<file path="config.mk">
export PLATFORM = sky130hd
export DESIGN_NAME = alu_serial
export DESIGN_NICKNAME = d
export VERILOG_FILES = /design/src/rtl/alu_pkg.sv /design/src/rtl/alu_digit.sv /design/src/rtl/alu_serial.sv
export SDC_FILE = /design/constraint.sdc
export NUM_CORES = 1
export LEC_CHECK = 0
export CAP_MARGIN = 20
export CORE_MARGIN = 10
export CORE_UTILIZATION = 55
export DETAILED_ROUTE_END_ITERATION = 8
export GPL_TIMING_DRIVEN = 0
export PLACE_DENSITY = 0.92
export SETUP_SLACK_MARGIN = 0.1
export SLEW_MARGIN = 20
export SYNTH_ARGS = -nofsm -noshare
export SYNTH_HDL_FRONTEND = slang
export SYNTH_SLANG_ARGS = --single-unit
</file>
<file path="constraint.sdc">
create_clock -name clk -period 5.83 [get_ports clk]
set_input_delay 1.166 -clock clk [delete_from_list [all_inputs] [get_ports clk]]
set_output_delay 1.166 -clock clk [all_outputs]
set_load 0.005 [all_outputs]
</file>
<file path="src/rtl/alu_pkg.sv">
// rtl/alu_pkg.sv - shared ALU function codes, FSM state type and opcode helpers
package alu_pkg;

    localparam logic [5:0] FN_AND = 6'b100100;
    localparam logic [5:0] FN_OR  = 6'b100101;
    localparam logic [5:0] FN_ADD = 6'b100000;
    localparam logic [5:0] FN_SUB = 6'b100010;
    localparam logic [5:0] FN_SLT = 6'b101010;

    typedef enum logic [1:0] {
        ST_IDLE,
        ST_RUN,
        ST_DONE
    } alu_state_t;

    function automatic logic is_sub(input logic [5:0] op);
        return (op == FN_SUB) || (op == FN_SLT);
    endfunction

    function automatic logic is_arith(input logic [5:0] op);
        return (op == FN_ADD) || is_sub(op);
    endfunction

endpackage

</file>
<file path="src/rtl/alu_digit.sv">
// rtl/alu_digit.sv - combinational DIGIT-bit slice: logic ops, add, subtract
module alu_digit
    import alu_pkg::*;
#(
    parameter int DIGIT = 8
) (
    input  logic [DIGIT-1:0] a,
    input  logic [DIGIT-1:0] b,
    input  logic             cin,
    input  logic [5:0]       op,
    output logic [DIGIT-1:0] res,
    output logic             cout,
    output logic             cin_msb
);

    logic [DIGIT-1:0] b_eff;
    logic [DIGIT:0]   sum;

    always_comb begin
        b_eff   = is_sub(op) ? ~b : b;
        sum     = {1'b0, a} + {1'b0, b_eff} + {{DIGIT{1'b0}}, cin};
        cout    = sum[DIGIT];
        // Recover the carry into the top bit from the sum bit and its two addends.
        cin_msb = a[DIGIT-1] ^ b_eff[DIGIT-1] ^ sum[DIGIT-1];
        case (op)
            FN_AND:                 res = a & b;
            FN_OR:                  res = a | b;
            FN_ADD, FN_SUB, FN_SLT: res = sum[DIGIT-1:0];
            default:                res = '0;
        endcase
    end

endmodule

</file>
<file path="src/rtl/alu_serial.sv">
// rtl/alu_serial.sv - digit-serial integer ALU with valid/ready on both sides
module alu_serial
    import alu_pkg::*;
#(
    parameter int WIDTH = 32,
    parameter int DIGIT = 8
) (
    input  logic             clk,
    input  logic             rst,
    input  logic             in_valid,
    output logic             in_ready,
    input  logic [WIDTH-1:0] dataA,
    input  logic [WIDTH-1:0] dataB,
    input  logic [5:0]       Signal,
    output logic             out_valid,
    input  logic             out_ready,
    output logic [WIDTH-1:0] dataOut,
    output logic             cout,
    output logic             overflow,
    output logic             zero
);

    localparam int NDIG = WIDTH / DIGIT;
    localparam int CW   = $clog2(NDIG + 1);

    generate
        if (DIGIT < 1 || (WIDTH % DIGIT) != 0) begin : g_param_check
            $error("alu_serial: WIDTH must be a positive multiple of DIGIT");
        end
    endgenerate

    alu_state_t       state;
    alu_state_t       state_next;
    logic [WIDTH-1:0] a_sr;
    logic [WIDTH-1:0] b_sr;
    logic [WIDTH-1:0] res_sr;
    logic [5:0]       op_r;
    logic             carry_r;
    logic [CW-1:0]    cnt;
    logic             cout_r;
    logic             ovf_r;
    logic             last;
    logic [WIDTH-1:0] result;

    logic [DIGIT-1:0] d_res;
    logic             d_cout;
    logic             d_cin_msb;

    alu_digit #(.DIGIT(DIGIT)) u_digit (
        .a       (a_sr[DIGIT-1:0]),
        .b       (b_sr[DIGIT-1:0]),
        .cin     (carry_r),
        .op      (op_r),
        .res     (d_res),
        .cout    (d_cout),
        .cin_msb (d_cin_msb)
    );

    assign last = (state == ST_RUN) && (cnt == CW'(NDIG - 1));

    always_ff @(posedge clk) begin
        if (rst) begin
            state <= ST_IDLE;
        end else begin
            state <= state_next;
        end
    end

    always_comb begin
        state_next = state;
        in_ready   = 1'b0;
        out_valid  = 1'b0;
        case (state)
            ST_IDLE: begin
                in_ready = !rst;
                if (in_valid) begin
                    state_next = ST_RUN;
                end
            end
            ST_RUN: begin
                if (last) begin
                    state_next = ST_DONE;
                end
            end
            ST_DONE: begin
                out_valid = 1'b1;
                if (out_ready) begin
                    state_next = ST_IDLE;
                end
            end
            default: state_next = ST_IDLE;
        endcase
    end

    always_ff @(posedge clk) begin
        if (rst) begin
            a_sr    <= '0;
            b_sr    <= '0;
            res_sr  <= '0;
            op_r    <= '0;
            carry_r <= 1'b0;
            cnt     <= '0;
            cout_r  <= 1'b0;
            ovf_r   <= 1'b0;
        end else begin
            case (state)
                ST_IDLE: begin
                    if (in_valid) begin
                        a_sr    <= dataA;
                        b_sr    <= dataB;
                        res_sr  <= '0;
                        op_r    <= Signal;
                        carry_r <= is_sub(Signal);
                        cnt     <= '0;
                        cout_r  <= 1'b0;
                        ovf_r   <= 1'b0;
                    end
                end
                ST_RUN: begin
                    // Operands drain from the bottom; result digits enter at the top.
                    a_sr    <= a_sr >> DIGIT;
                    b_sr    <= b_sr >> DIGIT;
                    res_sr  <= (res_sr >> DIGIT) | (WIDTH'(d_res) << (WIDTH - DIGIT));
                    carry_r <= d_cout;
                    cnt     <= cnt + CW'(1);
                    if (last) begin
                        cout_r <= is_arith(op_r) & d_cout;
                        ovf_r  <= is_arith(op_r) & (d_cin_msb ^ d_cout);
                    end
                end
                default: ;
            endcase
        end
    end

    always_comb begin
        case (op_r)
            FN_SLT:                 result = WIDTH'(res_sr[WIDTH-1] ^ ovf_r);
            FN_AND, FN_OR, FN_ADD,
            FN_SUB:                 result = res_sr;
            default:                result = '0;
        endcase
    end

    // Outputs are forced to their idle values unless a finished result is on offer.
    assign dataOut  = out_valid ? result : '0;
    assign cout     = out_valid & cout_r;
    assign overflow = out_valid & ovf_r;
    assign zero     = (dataOut == '0);

endmodule
</file>
==> results of run 1 <==
==> critical path: stages <==
cell and delay, ns:
clkbuf_1 0.35, clkbuf_1 0.60, nor3_1 0.12, clkdlybuf4s50_1 0.48
==> per-layer routing <==
metal | up-vias | global-route usage, %
met5 | - | 0
met4 | 0 | 9.969
met3 | 53 | 5.140
met2 | 289 | 37.83
met1 | 2496 | 24.48
li1 | 2588 | -
==> synth_stat cells (2+ instances only) <==
library cell / instances
nand4b_1: 2
o41ai_1: 2
nor3b_2: 2
nor4_1: 8
nor2_1: 89
xnor2_1: 8
o21a_1: 4
a22oi_1: 27
a21o_1: 4
buf_2: 11
nand2_1: 134
clkbuf_2: 3
and2b_1: 2
inv_1: 6
nand3b_1: 3
buf_1: 5
o22ai_1: 2
and2_1: 34
clkbuf_1: 33
fa_1: 2
nand2b_1: 5
nand3_1: 23
and4_1: 2
xor2_1: 4
o31ai_1: 2
a21oi_1: 42
o21ai_0: 5
a311oi_1: 49
ha_1: 9
a211oi_1: 2
nand4_1: 4
dfxtp_1: 110
==> cells by family after synthesis <==
logic type / share of synthesized area (%)
AOI/OAI and AO/OA: 20.68
buffers and inverters: 4.781
muxes: 0.4239
and+or+nand+nor: 27.81
xor gates and xnor gates: 1.978
DFF: 41.45
adders and majority gates: 2.873
==> how the worst max path moves through the flow <==
stage | end | slack [ns] | startpoint
6_report | in_ready | 1.94 | rst
5_1_grt | dataOut[13] | 1.79 | op_r[2]
4_1_cts | in_ready | 1.93 | rst
3_5_place_dp | in_ready | 1.93 | rst
3_3_place_gp | in_ready | 1.93 | rst
2_1_floorplan | in_ready | 2.90 | rst
==> power by group through the flow <==
stage | Clock (mW) | Combinational [mW] | Sequential, mW
4_1_cts | 0.505 | 0.280 | 0.831
3_5_place_dp | 0 | 0.276 | 0.848
5_1_grt | 0.539 | 0.310 | 0.838
6_report | 0.512 | 0.285 | 0.833
3_3_place_gp | 0 | 0.266 | 0.846
2_1_floorplan | 0 | 0.175 | 0.836
==> sequential cells by signal (all words and copies together), names as in the netlist <==
register  count
a_sr         32
b_sr         32
res_sr       32
op_r          6
cnt           3
state         2
carry_r       1
cout_r        1
ovf_r         1
==> final cells by class <==
| cell class | count | area (um2) | area share (%) |
|---|---|---|---|
| repair buffers | 109 | 1091 | 16.08 |
| well taps | 129 | 161.4 | 2.378 |
| multi-input cells | 493 | 2856 | 42.09 |
| clock buffers | 10 | 127.6 | 1.881 |
| flip-flops and latches | 110 | 2202 | 32.45 |
| clock inverters | 6 | 93.84 | 1.383 |
| inverters | 6 | 22.52 | 0.3319 |
| plain buffers | 54 | 231.5 | 3.411 |
==> impl_metrics.toml, run 1 <==
[run_status]
outcome = "finished clean"

[timing]
setup_slack_ns = 1.940
worst_slew_pin_slew_ns = 0.7094
fmax_ghz = 0.2571
fin_crit_sh_pct = 66.72
drv_slew = 0
hold_viol_final = 0
skew_ns = 0.01615
max-slew-margin-rel_pct = 52.71
fin_tns_setup_ns = 0
whs_ns = 0.4748
finalCriticalPeriod_ns = 3.890
setup_viol = 0
rsz0062_at_grt = "no"

[place]
place_area_um2 = 6565
gp_congestion = 0.9079
port_buffers = 109
dp.cells = 901
pre_cts_slack_ns = 1.927
hpwl_um = 12480

[clocking]
post-cts-setup-buffers = 0
path_clk_slew_ns = 0.10
cts_buffers = 9
cts-hold-fix-buffers = 0
cts.sink_count = 110
cts_resized = 0
htree_levels = 3
cts_tree = "built"
root_buffer = "clkbuf_8"
clockBufferDepth = 2
clkLatencyLatePin_ns = 0.37

[detailed_routing]
top_layer = "met4"
viasPerCell = 5.917
wl_met1_um = 6328
wire_per_inst_um = 17.60
wl_um = 16140
via_count = 5426
drtAntennaViolNets = 0
first_pass_iters = 5
wl_met2_um = 7765
drt_iter0_drc = 378
dr_wl_met3_um = 1505
drc = 0

[critical_path]
timing.rr.end = "res_sr[30]"
reg2reg_slack_ns = 2.40
cp_data_arrival_time_ns = 2.72
required_ns = 4.66
end_kind = "primary output"
criticalPathCategory = "input pin to primary output"
r2r_start = "op_r[0]"
startpoint_type = "input pin"
r2r_cells = 12
worstPathMaxFanout = 10

[power]
seqPwrFrac_pct = 51.1
p_int_mw = 1.165
vdd_drop_max_mv = 0.1412
leakage_nw = 2.487
swShare_pct = 28.51
p_sw_uw = 464.4
power_mw = 1.629
p_comb_share_pct = 17.5
power_frac_clock_pct = 31.4
powerDensity_nw_per_um2 = 240.1

[worst_hold_path]
hold_end = "a_sr[30]"
min_path_type = "flop to flop"
hp-start = "a_sr[30]"
hold_depth = 2

[finish]
stdcell_count = 917
final_area_um2 = 6787
final_core_util_pct = 72.76
antenna_cells = 0
final_cell_mix = "134 x nand2_1, 110 x dfxtp_1, 109 x clkdlybuf4s50_1"
layout-drive-gt1-share_pct = 5.076
fill_cells = 721
layout_commonest_cell = "nand2_1"
area_delta_synth_final_pct = 27.74
nNetsFinal = 868

[synth]
synth.ff_latch_count = 110
ys_warn_count = 0
netlist.area_leader.share_pct = 41.45
synth.avg_cell_area_um2 = 8.013
ys.flop_type = "dfxtp_1"
synth_top_cells_by_area = "dfxtp_1 41%, nand2_1 9.5%, a311oi_1 8.1%"
syn-num-nets = 748
synth_edf_count = 0
synthesis.area_um2 = 5313
async_reset_ff_share_pct = 0
ys_seq_area_share_pct = 41.45
synth_area_leader_cell = "dfxtp_1"
ys_types = 57
netlist_instances = 663

[global_routing]
track_usage_pct = 21.70
antenna_found_initial = 0
grt_pass1_wl_um = 25720
grt_max_degree = 19
grt_pass1_vias = 5367
overflow = 0

[run]
maxCapViolations = 0

[floorplanning]
io_pins = 111
rows = 35
die_x_um = 118.3
core_um2 = 9328
dieArea_um2 = 13990
die_h_um = 118.3
start_util_pct = 56.96
(Power assumes the default switching activity.)
==> inputs of run 2 (changes only) <==
Settings changed: CORE_UTILIZATION 55 to 46, PLACE_DENSITY 0.92 to 0.83.
Clock period 5.83 ns to 3.2 ns, I/O delays scaled along.
==> run 2 against run 1 <==
Compared with the run above: non-clock buffer count up 13; clock-buffer cell count is 3 higher; worst hold slack got worse by 0.0044 ns; core utilization shrank 11 points; routed wire length rose by 2.2%; sequential power increased by 82%; register-to-register slack worse by 2.2 ns; combinational power rose by 86%; clock skew fell by 0.0089 ns; total power grew 91%; sequential share of layout area fell by 0.98 points; critical path type is now flop to flop.
==> impl_metrics.toml, run 2 (synthesized netlist as in run 1, its figures left out) <==
[global_routing]
track_usage_pct = 19.57
grtUsageMet3_pct = 5.418
grt_pass1_wl_um = 26420
overflow = 0
grt.busiest_layer = "met2"
grt_max_degree = 17
antenna_found_initial = 0
met2_usage_pct = 33.12
use_met1_pct = 22.64
grt_pass1_vias = 5401

[clocking]
clkLatencyLatePin_ns = 0.35
clockBufferDepth = 2
cts-hold-fix-buffers = 0
htree_levels = 3
root_buffer = "clkbuf_16"
cts_buffers = 9
cts.sink_count = 110
cts_tree = "built"
path_clk_slew_ns = 0.07

[place]
gp_congestion = 0.8757
port_buffers = 109
dp.cells = 915
place_area_um2 = 6583
hpwl_um = 12420
pre_cts_slack_ns = -0.06035

[detailed_routing]
via_count = 5546
first_pass_iters = 6
drtAntennaViolNets = 0
wl_um = 16500
wire_per_inst_um = 17.50
viasPerCell = 5.881
drc = 0
drt_iter0_drc = 590

[critical_path]
end_kind = "flop"
cp_data_arrival_time_ns = 3.23
criticalPathCategory = "flop to flop"
worstPathMaxFanout = 4
reg2reg_slack_ns = 0.21
required_ns = 3.45
startpoint_type = "flop"

[timing]
setup_slack_ns = 0.2144
hold_viol_final = 0
setup_viol = 0
fin_tns_setup_ns = 0
fmax_ghz = 0.3349
fin_crit_sh_pct = 93.30
finalCriticalPeriod_ns = 2.986
worst_slew_pin_slew_ns = 0.8139
drv_slew = 0
skew_ns = 0.007288
max-slew-margin-rel_pct = 45.74
rsz0062_at_grt = "yes"

[run]
maxCapViolations = 0

[floorplanning]
rows = 39
core_um2 = 11370
die_h_um = 127.5
die_x_um = 127.5
start_util_pct = 46.73
io_pins = 111
dieArea_um2 = 16250

[power]
leakage_nw = 2.595
powerDensity_nw_per_um2 = 442.2
vdd_drop_max_mv = 0.2941

[finish]
final_area_um2 = 7025
final_core_util_pct = 61.79
nNetsFinal = 881
layout_commonest_cell = "nand2_1"
stdcell_count = 943
final_cell_mix = "133 x nand2_1, 109 x clkdlybuf4s50_1, 105 x dfxtp_1"
reg_top3 = "a_sr: 32 flops, b_sr: 32 flops, res_sr: 32 flops"
fill_cells = 949
antenna_cells = 0
area_delta_synth_final_pct = 32.24
layout-drive-gt1-share_pct = 7.750

[run_status]
outcome = "finished clean"

[worst_hold_path]
min_path_type = "flop to flop"
-- run 2: cell count changes in the layout (fill, tap and decap cells not counted), sizes merged --
cell | before | now
buf | 18 | 30
clkbuf | 46 | 50
bufinv | 2 | 0
inv | 8 | 6
-- run 2: worst paths after layout --
kind | cells after the start | endpoint | startpoint
max | 12 | ovf_r | op_r[2]
min | 2 | a_sr[28] | a_sr[28]
min reg2reg | 2 | a_sr[28] | a_sr[28]
max reg2reg | 12 | ovf_r | op_r[2]
-- run 2: what timing repair did --
| item | 4_1_cts | 5_1_grt |
|---|---|---|
| pin swaps | 1 | 5 |
| gates cloned | 0 | 2 |
| endpoints found under the setup margin | 36 | 33 |
| setup buffers | 2 | 9 |
| gates resized for setup | 11 | 10 |
-- run 2: critical path: stages (launching register included) --
cell and delay (ns):
dfxtp_4 0.37, buf_4 0.14, nor4b_4 0.41, nand2_4 0.12, xor2_1 0.17, fa_1 0.39, inv_1 0.09, fa_1 0.21
nand3_1 0.10, a21o_1 0.21, a32oi_2 0.32, xor2_1 0.11, o41ai_1 0.24
-- run 2: per-stage QoR --
stage          hold WS (ns)  total power [mW]
2_1_floorplan        0.4390             1.842
3_3_place_gp         0.4549             2.026
3_5_place_dp         0.4636             2.051
4_1_cts              0.4736             3.091
5_1_grt              0.4900             3.215
6_report             0.4704             3.106
-- run 2: final cells by class --
class	instances	area, um2	share of cell area [%]
Timing Repair Buffer	122	1189	16.92
Buffer	54	251.5	3.580
Clock inverter	2	17.52	0.2493
Clock buffer	13	260.3	3.704
Inverter	6	22.52	0.3206
Multi-Input combinational cell	493	2895	41.21
Tap cell	143	178.9	2.547
Sequential cell	110	2211	31.47
-- run 2: routing by layer --
layer,vias up,part of all wire (%)
met5,-,0
met4,0,3.2
met3,54,9.4
met2,289,48
met1,2591,39
li1,2612,-
-- run 2: power breakdown --
group          internal [mW]  switching (mW)
logic                  0.229           0.300
registers               1.45          0.0679
clock network          0.570           0.489
==> inputs of run 3 (changes only) <==
Settings changed: SYNTH_HIERARCHICAL set to 1.
==> run 3 against run 2 <==
Compared with the run above: first-iteration DRC count decreased by 2.5%; core utilization up 1.6 points; clock power grew 7%; total power rose by 1.4%; sequential power barely moved; clock-buffer cell count is 2 lower; critical path type unchanged; largest cell class unchanged; largest power group unchanged.
==> impl_metrics.toml, run 3 <==
[run_status]
outcome = "finished clean"

[finish]
final_area_um2 = 6965
layout-drive-gt1-share_pct = 9.148
final_cell_mix = "109 x clkdlybuf4s50_1, 107 x dfxtp_1, 101 x nand2_1"
antenna_cells = 0
stdcell_count = 938
layout_commonest_cell = "clkdlybuf4s50_1"
area_delta_synth_final_pct = 33.76
nNetsFinal = 879
reg_top3 = "a_sr: 32 flops, b_sr: 32 flops, res_sr: 32 flops"

[clocking]
cts.sink_count = 110
clkLatencyLatePin_ns = 0.35
path_clk_slew_ns = 0.07
root_buffer = "clkbuf_16"
cts_buffers = 9
cts_tree = "built"
htree_levels = 3
clockBufferDepth = 2

[timing]
rsz0062_at_grt = "yes"
worst_slew_pin_slew_ns = 0.6683
finalCriticalPeriod_ns = 3.144
drv_slew = 0
fin_crit_sh_pct = 98.26
fmax_ghz = 0.3181
setup_viol = 0
whs_ns = 0.4558
hold_viol_final = 0
fin_tns_setup_ns = 0
skew_ns = 0.009752
max-slew-margin-rel_pct = 55.45

[critical_path]
end_kind = "flop"
critical_path_buf_inv_count = 3
path_cells = "buf_6 -> or4b_4 -> inv_4 -> nand2_8 -> xnor2_4 -> fa_2 -> inv_2 -> fa_2 -> nand2b_4 -> a21oi_4 -> o22a_1 -> a31o_2 -> xor2_1 -> a22oi_1 -> nor2_1"
criticalPathCategory = "flop to flop"
cp_data_arrival_time_ns = 3.36
cp_slowest_cell = "or4b_4"
required_ns = 3.42
startpoint_type = "flop"
worst_path_most_repeated_cell = "fa_2"
slowest_delay_ns = 0.51
cpLargestDelayFamily = "simple AND/OR/NAND/NOR gates"
worstPathMaxFanout = 4

[floorplanning]
die_x_um = 126.4
dieArea_um2 = 15980
start_util_pct = 47.41
io_pins = 111
rows = 38
core_um2 = 10980
die_h_um = 126.4

[synth]
ys_warn_count = 6
yosysMostFrequentCell = "dfxtp_1"
ys_seq_area_share_pct = 42.29
syn-num-nets = 744
ys.flop_type = "dfxtp_1"
yosys-top-cells-count = "110 x dfxtp_1, 101 x nand2_1, 92 x a21oi_1"
netlist_instances = 659
synth_edf_count = 0
async_reset_ff_share_pct = 0
netlist.area_leader.share_pct = 42.29
synth.avg_cell_area_um2 = 7.902
synthesis.area_um2 = 5207
synth_area_leader_cell = "dfxtp_1"
ys_types = 54
synth_top_cells_by_area = "dfxtp_1 42%, a21oi_1 8.8%, nand2_1 7.3%"
synth.ff_latch_count = 110

[place]
place_area_um2 = 6486
dp.cells = 908
hpwl_um = 12480
gp_congestion = 0.9229
port_buffers = 109

[run]
maxCapViolations = 0

[power]
vdd_drop_max_mv = 0.3121
power_mw = 3.150
powerDensity_nw_per_um2 = 452.2
leakage_nw = 2.562

[detailed_routing]
first_pass_iters = 5
wl_um = 16680
drtAntennaViolNets = 0
drt_iter0_drc = 575
viasPerCell = 5.826
drc = 0
via_count = 5465
wire_per_inst_um = 17.78

[global_routing]
grt_max_degree = 18
grt_pass1_vias = 5168
overflow = 0
track_usage_pct = 19.57
antenna_found_initial = 0
grt_pass1_wl_um = 26260

[worst_hold_path]
min_path_type = "flop to flop"
## run 3: changes by cell type after synthesis, moves of 4 or more
| cell | before | now |
|---|---|---|
| a21oi_1 | 42 | 92 |
| a22oi_1 | 27 | 35 |
| a311oi_1 | 49 | 0 |
| buf_2 | 11 | 18 |
| clkbuf_1 | 33 | 21 |
| maj3_1 | 0 | 8 |
| nand2_1 | 134 | 101 |
| nand3_1 | 23 | 51 |
| nor2_1 | 89 | 65 |
| nor2b_1 | 1 | 5 |
| nor4_1 | 8 | 23 |
## run 3: area by class of cell
type | count | area [um2]
multi-input combinational | 491 | 2823
timing repair buffer | 124 | 1204
clock buffer | 11 | 242.7
clock inverter | 4 | 56.30
fill | 923 | 4018
tap | 140 | 175.2
inverter | 7 | 28.78
sequential | 110 | 2208
buffer | 51 | 227.7
## run 3: final timing paths
| check | startpoint | endpoint | slack, ns | cells after the start |
|---|---|---|---|---|
| worst max-delay path | op_r[0] | ovf_r | 0.06 | 15 |
| worst min-delay path | a_sr[15] | a_sr[15] | 0.46 | 2 |
| worst max register to register | op_r[0] | ovf_r | 0.06 | 15 |
| worst min register to register | a_sr[15] | a_sr[15] | 0.46 | 2 |
## run 3: kinds of logic (layout without fill, tap and decap cells)
logic type | after synthesis | after routing | share of synthesized area [%]
AOI/OAI and AO/OA | 158 | 158 | 18.69
xor gates and xnor gates | 11 | 11 | 1.850
adders and majority gates | 19 | 19 | 4.469
buffers and inverters | 58 | 197 | 4.758
DFF | 110 | 110 | 42.29
and+or+nand+nor | 303 | 303 | 27.94
## run 3: where the power goes
part / internal [mW] / leakage [nW] / switching, mW
clock network: 0.631 / 0.146 / 0.501
registers: 1.44 / 0.900 / 0.0609
logic: 0.227 / 1.52 / 0.291
## run 3: worst register-to-register path, cell delays in order, from the launching register on
cell and delay [ns]:
dfxtp_4 0.35, buf_6 0.11, or4b_4 0.51, inv_4 0.10, nand2_8 0.07, xnor2_4 0.15, fa_2 0.37, inv_2 0.07
fa_2 0.21, nand2b_4 0.15, a21oi_4 0.06, o22a_1 0.22, a31o_2 0.29, xor2_1 0.15, a22oi_1 0.16, nor2_1 0.06
## run 3: routing by layer
layer	global-route usage (%)	vias up	part of all wire (%)
li1	-	2578	-
met3	2.832	31	8.3
met2	32.93	259	48
met5	0	-	0
met1	24.64	2597	41
met4	7.502	0	2.3
## run 3: stage by stage
stage | setup WS (ns) | util (%)
after CTS | 0.04251 | 62.91
after floorplan | 0.1096 | -
after global placement | -0.1973 | 59.06
final | 0.05584 | 63.42
after detailed placement | -0.2927 | 59.06
after global routing | -0.01268 | 63.42
## run 3: repair_timing
action / 4_1_cts / 5_1_grt
gates resized for setup: 13 / 5
buffers inserted: 9 / 7
setup endpoints to repair: 17 / 37
pin swaps: 9 / 12
hold buffers: 0 / 0
